--- config.mk ---
export PLATFORM = sky130hd
export DESIGN_NAME = i2c_master_arbiter
export DESIGN_NICKNAME = d
export VERILOG_FILES = /design/src/rtl/i2c_pkg.sv /design/src/rtl/i2c_rr_pick.sv /design/src/rtl/i2c_master_arbiter.sv
export SDC_FILE = /design/constraint.sdc
export NUM_CORES = 1
export LEC_CHECK = 0
export BUFFER_PORTS_ARGS = -buffer_cell sky130_fd_sc_hd__buf_2
export CAP_MARGIN = 25
export CORE_UTILIZATION = 48
export CTS_CLUSTER_SIZE = 10
export DETAILED_ROUTE_END_ITERATION = 10
export HOLD_SLACK_MARGIN = 0.02
export PLACE_DENSITY = 0.77
export SYNTH_ARGS = -nofsm -noshare
export SYNTH_HDL_FRONTEND = slang
export SYNTH_SLANG_ARGS = --single-unit
--- constraint.sdc ---
create_clock -name clk_400 -period 2.5 [get_ports clk_400]
set_input_delay 0.125 -clock clk_400 [delete_from_list [all_inputs] [get_ports clk_400]]
set_output_delay 0.125 -clock clk_400 [all_outputs]
set_load 0.1 [all_outputs]
--- src/rtl/i2c_pkg.sv ---
// Shared widths and arbiter state encoding for the I2C master arbiter slice.
package i2c_pkg;

  localparam int I2C_ADDR_W = 7;
  localparam int I2C_DATA_W = 8;

  typedef enum logic [2:0] {
    IDLE      = 3'd0,
    ISSUE     = 3'd1,
    WAIT_DONE = 3'd2,
    RESPOND   = 3'd3,
    GAP       = 3'd4
  } arb_state_t;

endpackage

--- src/rtl/i2c_rr_pick.sv ---
// Combinational round-robin selector: first set request at or above ptr, wrapping.
module i2c_rr_pick #(
  parameter int N_REQ = 4,
  parameter int PW    = $clog2(N_REQ)
) (
  input  logic [N_REQ-1:0] req,
  input  logic [PW-1:0]    ptr,
  output logic [N_REQ-1:0] pick,
  output logic [PW-1:0]    idx,
  output logic             any_req
);

  function automatic logic [PW-1:0] wrap_idx(input logic [PW-1:0] base, input int k);
    int s;
    s = (int'(base) + k) % N_REQ;
    return PW'(s);
  endfunction

  // Scan from the farthest offset down so the nearest set request wins.
  always_comb begin
    any_req = |req;
    idx     = {PW{1'b0}};
    for (int k = N_REQ - 1; k >= 0; k--) begin
      idx = req[wrap_idx(ptr, k)] ? wrap_idx(ptr, k) : idx;
    end
    pick = {{(N_REQ-1){1'b0}}, any_req} << idx;
  end

endmodule

--- src/rtl/i2c_master_arbiter.sv ---
// Round-robin arbiter sequencing single-byte I2C transactions from N_REQ
// requesters into one master engine, with bus-free gap and watchdog timeout.
module i2c_master_arbiter
  import i2c_pkg::*;
#(
  parameter int N_REQ          = 4,
  parameter int GAP_CYCLES     = 4,
  parameter int TIMEOUT_CYCLES = 1024
) (
  input  logic                        clk_400,
  input  logic                        rst,
  input  logic [N_REQ-1:0]            req,
  input  logic [N_REQ*I2C_ADDR_W-1:0] req_addr,
  input  logic [N_REQ-1:0]            req_rw,
  input  logic [N_REQ*I2C_DATA_W-1:0] req_wdata,
  output logic [N_REQ-1:0]            gnt,
  output logic [N_REQ-1:0]            resp_valid,
  output logic [I2C_DATA_W-1:0]       resp_rdata,
  output logic                        resp_err,
  output logic                        resp_timeout,
  output logic                        m_start,
  output logic [I2C_ADDR_W-1:0]       m_addr,
  output logic                        m_rw,
  output logic [I2C_DATA_W-1:0]       m_wdata,
  input  logic                        m_busy,
  input  logic                        m_done,
  input  logic                        m_ack_error,
  input  logic [I2C_DATA_W-1:0]       m_rdata
);

  localparam int PW = $clog2(N_REQ);
  localparam int TW = $clog2(TIMEOUT_CYCLES + 1);
  localparam int GW = (GAP_CYCLES > 1) ? $clog2(GAP_CYCLES) : 1;

  arb_state_t       state_r;
  arb_state_t       state_next_s;
  logic [PW-1:0]    ptr_r;
  logic [PW-1:0]    idx_r;
  logic [PW-1:0]    ptr_next_s;
  logic [N_REQ-1:0] pick_s;
  logic [PW-1:0]    pick_idx_s;
  logic             any_req_s;
  logic [TW-1:0]    tcnt_r;
  logic [GW-1:0]    gap_cnt_r;
  logic             expire_s;
  logic             gap_last_s;

  i2c_rr_pick #(
    .N_REQ (N_REQ),
    .PW    (PW)
  ) u_pick (
    .req     (req),
    .ptr     (ptr_r),
    .pick    (pick_s),
    .idx     (pick_idx_s),
    .any_req (any_req_s)
  );

  assign expire_s   = (tcnt_r == TW'(TIMEOUT_CYCLES - 1));
  assign gap_last_s = (gap_cnt_r == GW'(GAP_CYCLES - 1));
  assign ptr_next_s = (idx_r == PW'(N_REQ - 1)) ? {PW{1'b0}} : idx_r + 1'b1;

  // State register.
  always_ff @(posedge clk_400) begin
    if (rst) begin
      state_r <= IDLE;
    end else begin
      state_r <= state_next_s;
    end
  end

  // Next-state logic; m_done takes priority over watchdog expiry.
  always_comb begin
    state_next_s = state_r;
    case (state_r)
      IDLE: begin
        if (any_req_s) state_next_s = ISSUE;
        else           state_next_s = IDLE;
      end
      ISSUE: begin
        if (!m_busy) state_next_s = WAIT_DONE;
        else         state_next_s = ISSUE;
      end
      WAIT_DONE: begin
        if (m_done || expire_s) state_next_s = RESPOND;
        else                    state_next_s = WAIT_DONE;
      end
      RESPOND: begin
        if (GAP_CYCLES == 0) state_next_s = IDLE;
        else                 state_next_s = GAP;
      end
      GAP: begin
        if (gap_last_s) state_next_s = IDLE;
        else            state_next_s = GAP;
      end
      default: state_next_s = IDLE;
    endcase
  end

  // Registered outputs, request latches, pointer and counters.
  always_ff @(posedge clk_400) begin
    if (rst) begin
      gnt          <= {N_REQ{1'b0}};
      resp_valid   <= {N_REQ{1'b0}};
      resp_rdata   <= {I2C_DATA_W{1'b0}};
      resp_err     <= 1'b0;
      resp_timeout <= 1'b0;
      m_start      <= 1'b0;
      m_addr       <= {I2C_ADDR_W{1'b0}};
      m_rw         <= 1'b0;
      m_wdata      <= {I2C_DATA_W{1'b0}};
      ptr_r        <= {PW{1'b0}};
      idx_r        <= {PW{1'b0}};
      tcnt_r       <= {TW{1'b0}};
      gap_cnt_r    <= {GW{1'b0}};
    end else begin
      m_start    <= 1'b0;
      resp_valid <= {N_REQ{1'b0}};
      case (state_r)
        IDLE: begin
          if (any_req_s) begin
            gnt     <= pick_s;
            idx_r   <= pick_idx_s;
            m_addr  <= req_addr[int'(pick_idx_s)*I2C_ADDR_W +: I2C_ADDR_W];
            m_rw    <= req_rw[pick_idx_s];
            m_wdata <= req_wdata[int'(pick_idx_s)*I2C_DATA_W +: I2C_DATA_W];
          end
        end
        ISSUE: begin
          if (!m_busy) begin
            m_start <= 1'b1;
            tcnt_r  <= {TW{1'b0}};
          end
        end
        WAIT_DONE: begin
          if (m_done) begin
            resp_valid   <= gnt;
            resp_rdata   <= m_rw ? m_rdata : {I2C_DATA_W{1'b0}};
            resp_err     <= m_ack_error;
            resp_timeout <= 1'b0;
          end else if (expire_s) begin
            resp_valid   <= gnt;
            resp_rdata   <= {I2C_DATA_W{1'b0}};
            resp_err     <= 1'b1;
            resp_timeout <= 1'b1;
          end else if (!m_start) begin
            // The watchdog starts once the start pulse has been delivered.
            tcnt_r <= tcnt_r + 1'b1;
          end
        end
        RESPOND: begin
          gnt       <= {N_REQ{1'b0}};
          ptr_r     <= ptr_next_s;
          gap_cnt_r <= {GW{1'b0}};
        end
        GAP: begin
          gap_cnt_r <= gap_cnt_r + 1'b1;
        end
        default: begin
          gnt <= {N_REQ{1'b0}};
        end
      endcase
    end
  end

endmodule
After elaboration in Yosys (flattened, before gate mapping)
Index checks and enable logic that the tools add are counted.
{"block": "word_totals", "ff_bits": 55, "out_inout_bits": 35}
{"block": "op_classes", "add_sub_neg": 6, "n_mul": 1, "magnitude_cmp": 5, "n_eq_ne": 12, "n_shift": 3, "muxes": 37, "bitwise_logic": 3, "reduce_logical": 13}
{"operator": "11-bit 2-to-1 mux", "count": 4}
{"operator": "32-bit by 6-bit variable part select with 8-bit output", "count": 1}
{"operator": "28-bit by 6-bit variable part select with 7-bit output", "count": 1}
{"operator": "8-bit 2-to-1 mux", "count": 3}
{"operator": "11-bit case mux with 2 select lines", "count": 1}
{"operator": "2-bit by 3-bit less-than comparator with 1-bit output, second input constant", "count": 5}
{"operator": "3-bit case mux with 5 select lines", "count": 1}
{"operator": "2-bit 2-to-1 mux", "count": 6}
{"operator": "4-bit 2-to-1 mux", "count": 3}
{"operator": "11-bit by 1-bit adder with 11-bit output, second input constant", "count": 1}
{"operator": "11-bit by 10-bit equality test with 1-bit output, second input constant", "count": 1}
{"operator": "1-bit 2-to-1 mux", "count": 11}
{"operator": "1-bit binary-select mux with 2-bit select", "count": 5}
{"operator": "2-bit inequality test, second input constant", "count": 5}
{"operator": "4-bit case mux with 2 select lines", "count": 1}
{"operator": "2-bit by 1-bit adder with 2-bit output, second input constant", "count": 3}
{"operator": "3-bit by 2-bit equality test with 1-bit output, second input constant", "count": 2}
{"operator": "2-bit AND reduction", "count": 3}
{"operator": "2-bit nonzero test", "count": 3}
{"operator": "2-bit by 3-bit multiplier with 5-bit output, second input constant", "count": 1}
{"operator": "5-bit AND reduction", "count": 1}
{"operator": "2-bit adder, second input constant", "count": 2}
{"operator": "2-bit equality test, second input constant", "count": 2}
{"operator": "2-bit case mux with 2 select lines", "count": 1}
{"operator": "10 further kinds", "count": 13}

Logic depth before layout (Yosys ltp)
{"block": "depth", "word_depth": 10, "mapped_depth": 7, "depth_no_buf": 6}

Cells and area by module
From an unflattened synthesis, not the netlist that was laid out.
{"block": "unflattened", "cells_unflattened": 299, "hier_area_um2": 2837.7}
{"mod": "i2c_master_arbiter", "n_inst": 1, "cells_each": 270, "area_each_um2": 2655.0, "seq_area_each_um2": 1101.1}
{"mod": "i2c_rr_pick", "n_inst": 1, "cells_each": 29, "area_each_um2": 182.7, "seq_area_each_um2": 0.0}

Worst setup path after synthesis
No wires, ideal clock.
{"block": "synth_timing", "path_kind": "register -> register", "start": "reg state_r[1]", "end": "reg m_addr[0]", "setup_ps": 79, "arrival_time_ps": 1808, "required_time_ps": 2421, "setup_slack_ps": 614, "path_stages_with_launch": 8, "path_buffers": 4, "cell_sequence": "dfxtp_1 > buf_6 > or4_4 > buf_6 > or3_1 > buf_2 > buf_6 > o221ai_2"}
{"block": "synth_between", "elab_chain_cells": 2}
{"element": "from (decl)", "line": "i2c_master_arbiter.sv:35", "text": "arb_state_t state_r;"}
{"element": "from (signal assigned)", "line": "i2c_master_arbiter.sv:68", "text": "state_r <= state_next_s;"}
{"element": "3-bit logical NOT", "line": "i2c_master_arbiter.sv:119", "text": "case (state_r)"}
{"element": "2-bit AND reduction (no line)"}
{"element": "to (signal assigned)", "line": "i2c_master_arbiter.sv:109", "text": "m_addr <= {I2C_ADDR_W{1'b0}};"}
{"element": "to (signal assigned)", "line": "i2c_master_arbiter.sv:124", "text": "m_addr <= req_addr[int'(pick_idx_s)*I2C_ADDR_W +: I2C_ADDR_W];"}
{"element": "to (decl)", "line": "i2c_master_arbiter.sv:22", "text": "output logic [I2C_ADDR_W-1:0] m_addr,"}
No other way between the ends.
A chain may end at the register's enable or synchronous reset.

Worst setup path after layout
{"block": "layout_timing", "start": "reg state_r[0]", "end": "reg m_wdata[7]"}
{"block": "layout_between", "elab_chain_cells": 2}
{"element": "3-bit logical NOT", "line": "i2c_master_arbiter.sv:119"}
{"element": "2-bit AND reduction (no line)"}
{"element": "to (signal assigned)", "line": "i2c_master_arbiter.sv:111", "text": "m_wdata <= {I2C_DATA_W{1'b0}};"}
{"element": "to (signal assigned)", "line": "i2c_master_arbiter.sv:126", "text": "m_wdata <= req_wdata[int'(pick_idx_s)*I2C_DATA_W +: I2C_DATA_W];"}
{"element": "to (decl)", "line": "i2c_master_arbiter.sv:24", "text": "output logic [I2C_DATA_W-1:0] m_wdata,"}
No other way between the ends.

==> results.yml <==
cts:
  cts_made_buffers: 5
  clock-sinks: 55
  cts_max_level: 2
  clockRootBuffer: "clkbuf_8"
  clockBufferDepth: 2
  clkTransAtPathRegs_ps: 100
  cts_tree: "yes"
  worst_skew_pair.late_latency_ps: 310
synth:
  synth.yosys.seq_area_share_pct: 39.87
  syn_area_per_cell_sq_um: 9.588
  ys_dominant_reg_cell: "dfxtp_1"
  ys_warn_count: 0
  ffs_latches_synth: 55
  syn_inst: 288
  async_reset_ff_share_pct: 0
  syn_area_sq_um: 2761
  synth-edff-count: 0
  synthesis.nets: 372
  yosysUniqueCellTypes: 41
cells_and_area:
  number_of_inserted_filler_cells_in_the_final_layout: 497
  multiInputGateArea_sq_um: 1531
  area.sequential_sq_um: 1101
  drive_above_1_share_pct: 35.25
  antennaDiodeCount: 0
  syn_to_final_growth_pct: 27.28
  finalNetCount: 483
sta:
  fin_crit_sh_pct: 89.84
  worstMarginPinSlew_ps: 1009
  clock_skew_ps: 6.627
  timing.hold.ws_ps: 25.16
  finalWorstPathRequiredPeriod_ps: 2246
  hold_violations: 0
  finalSetupViolCount: 0
  maxSlewHeadroom_pct: 32.11
  setup_tns_ps: 0
  fmax_ghz: 0.4453
  slew_viol_final: 0
  rsz0062_at_grt: "no"
job:
  max-cap-violations: 0
floorplanning:
  initial_core_utilization_pct: 49.84
  core-area_sq_um: 5540
  design.die.area_sq_um: 6060
  dieWidth_microns: 77.85
  die_height_microns: 77.85
  ioPinCount: 116
  rows: 27
critical_path:
  critPathSlowestCell: "or3_1"
  setup.worst_path.start_class: "flop"
  critical_path.cell_chain: "or4_4 -> or3_1 -> o221ai_1"
  required_time_reported_for_the_critical_path_endpoint_ps: 2720
  worst-setup-path-type: "reg2reg"
  r2r.worst_path.cells: 3
  rr_endpoint: "m_wdata[7]"
  crit_fanout: 20
  worst_setup_path_end_kind: "flop"
  arrival_time_worst_endpoint_ps: 2460
  reg2reg_from: "state_r[0]"
  critical-path-max-stage-delay_ps: 720
  rrSetupSlack_ps: 250
routing:
  total_wire_length_after_detailed_routing_microns: 6718
  wl_per_cell_microns: 14.23
  route.antenna.remaining_nets: 0
  drc_violations: 0
  drt-initial-drc-count: 79
  num_vias: 2554
  post_drt_via_cell_ratio: 5.411
  drtPass1Iterations: 4
global_routing:
  grt_pass1_wl_microns: 10610
  grt_antenna_before_repair: 0
  globalRouteTotalUtil_pct: 21.98
  grt_remaining_overflow: 0
  grt_pass1_vias: 2295
  grt_max_degree: 42
hold_path:
  min_from: "m_rdata[6]"
  hold_path.class: "in2reg"
  hold_depth: 2
  hold_path_end: "resp_rdata[6]"
place:
  dp_hpwl_microns: 4929
  gpl.final_weighted_congestion: 0.8295
  io_buffers: 115
pwr:
  power_density_nw_per_um2: 647.5
  p_leak_uw: 0.001638
  max-vdd-ir-drop_uv: 376.0
outcome:
  run_status: "complete, no violations"
cell usage after synthesis (6+ instances only):
library cell | instances | area [sq um]
dfxtp_1 | 55 | 1101
o221ai_2 | 10 | 150.1
clkbuf_1 | 11 | 41.29
nor3_1 | 8 | 40.04
nand3b_1 | 17 | 127.6
nor2_1 | 26 | 97.59
a22o_1 | 8 | 70.07
a211oi_1 | 6 | 45.04
o221ai_1 | 6 | 52.55
mux2i_1 | 33 | 330.3
xnor2_1 | 7 | 61.31
nand2_1 | 15 | 56.30
a21oi_1 | 13 | 65.06
per-layer routing:
layer  track usage [%]  wire length (microns)
met3             5.059                    329
met1             26.76                   2951
met4             6.792                     61
met5                 0                      0
met2             38.14                   3376
registers in the layout (all words and copies together) (netlist names):
register,flops
tcnt_r,11
m_wdata,8
resp_rdata,8
m_addr,7
gnt,4
resp_valid,4
state_r,3
gap_cnt_r,2
idx_r,2
ptr_r,2
m_rw,1
m_start,1
resp_err,1
resp_timeout,1
where the power goes:
part	internal, uW	total [uW]	switching, uW	leakage (uW)
clock network	324	611	287	0.0000612
logic	188	699	511	0.00113
registers	928	965	37.6	0.000448
worst max path at each step:
stage / from / slack (ps) / end
floorplan: state_r[1] / 610 / m_addr[0]
global placement: state_r[0] / 340 / m_wdata[0]
detailed placement: state_r[0] / 270 / m_wdata[6]
CTS: state_r[0] / 230 / m_rw
global route: state_r[0] / 120 / m_rw
finish: state_r[0] / 250 / m_wdata[7]
cell usage in the layout (no fill, tap or decap), types with 6 or more instances in the layout:
| cell type | Yosys | final |
|---|---|---|
| buf_2 | 5 | 115 |
| dfxtp_1 | 55 | 55 |
| mux2i_1 | 33 | 33 |
| nor2_1 | 26 | 26 |
| nand3b_1 | 17 | 17 |
| nand2_1 | 15 | 15 |
| a21oi_1 | 13 | 13 |
| o221ai_2 | 10 | 10 |
| a22o_1 | 8 | 8 |
| nor3_1 | 8 | 8 |
| xnor2_1 | 7 | 7 |
| o221ai_1 | 6 | 6 |
| a211oi_1 | 6 | 6 |
| clkbuf_8 | 0 | 6 |
worst max-delay path: cells and delay by family (launching register included):
| kind | cells | cell delay (ps) |
|---|---|---|
| simple gates | 2 | 1410 |
| flops | 1 | 440 |
| compound gates | 1 | 300 |
metrics by stage:
| step | util (%) | cell area (sq um) | power (uW) | instances | setup WS, ps |
|---|---|---|---|---|---|
| finish | 63.44 | 3515 | 2276 | 472 | 254.1 |
| detailed placement | 60.41 | 3347 | 1680 | 459 | 265.3 |
| CTS | 62.71 | 3475 | 2284 | 468 | 234.3 |
| global route | 63.44 | 3515 | 2373 | 472 | 124.8 |
| global placement | 60.41 | 3347 | 1668 | 459 | 338.0 |
| floorplan | - | 2761 | 1531 | 288 | 613.9 |
kinds of logic (layout without fill, tap and decap cells):
group	count (synthesis)	count (layout)	share of synthesized area, %
buffers and inverters	25	137	4.712
multiplexers	33	33	11.96
XOR/XNOR	7	7	2.220
AND/OR/NAND/NOR	106	106	21.66
adder cells (fa/ha/maj)	4	4	1.722
flip-flops	55	55	39.87
AO/OA/AOI/OAI	58	58	17.85
cell type report:
class	instances	share of cell area, %
Multi-Input combinational cell	208	43.57
Clock buffer	6	2.350
Sequential cell	55	31.33
Tap cell	72	2.563
Inverter	5	0.5340
Clock inverter	2	0.9968
Timing Repair Buffer	124	18.65
timing repair:
| item | 4_1_cts | 5_1_grt |
|---|---|---|
| hold buffers | 1 | 4 |
| buffers inserted | 0 | 0 |
| setup endpoints to repair | 0 | 0 |
| hold endpoints to repair | 1 | 4 |
| resized for setup | 0 | 0 |
Power figures use the tool's default switching activity.
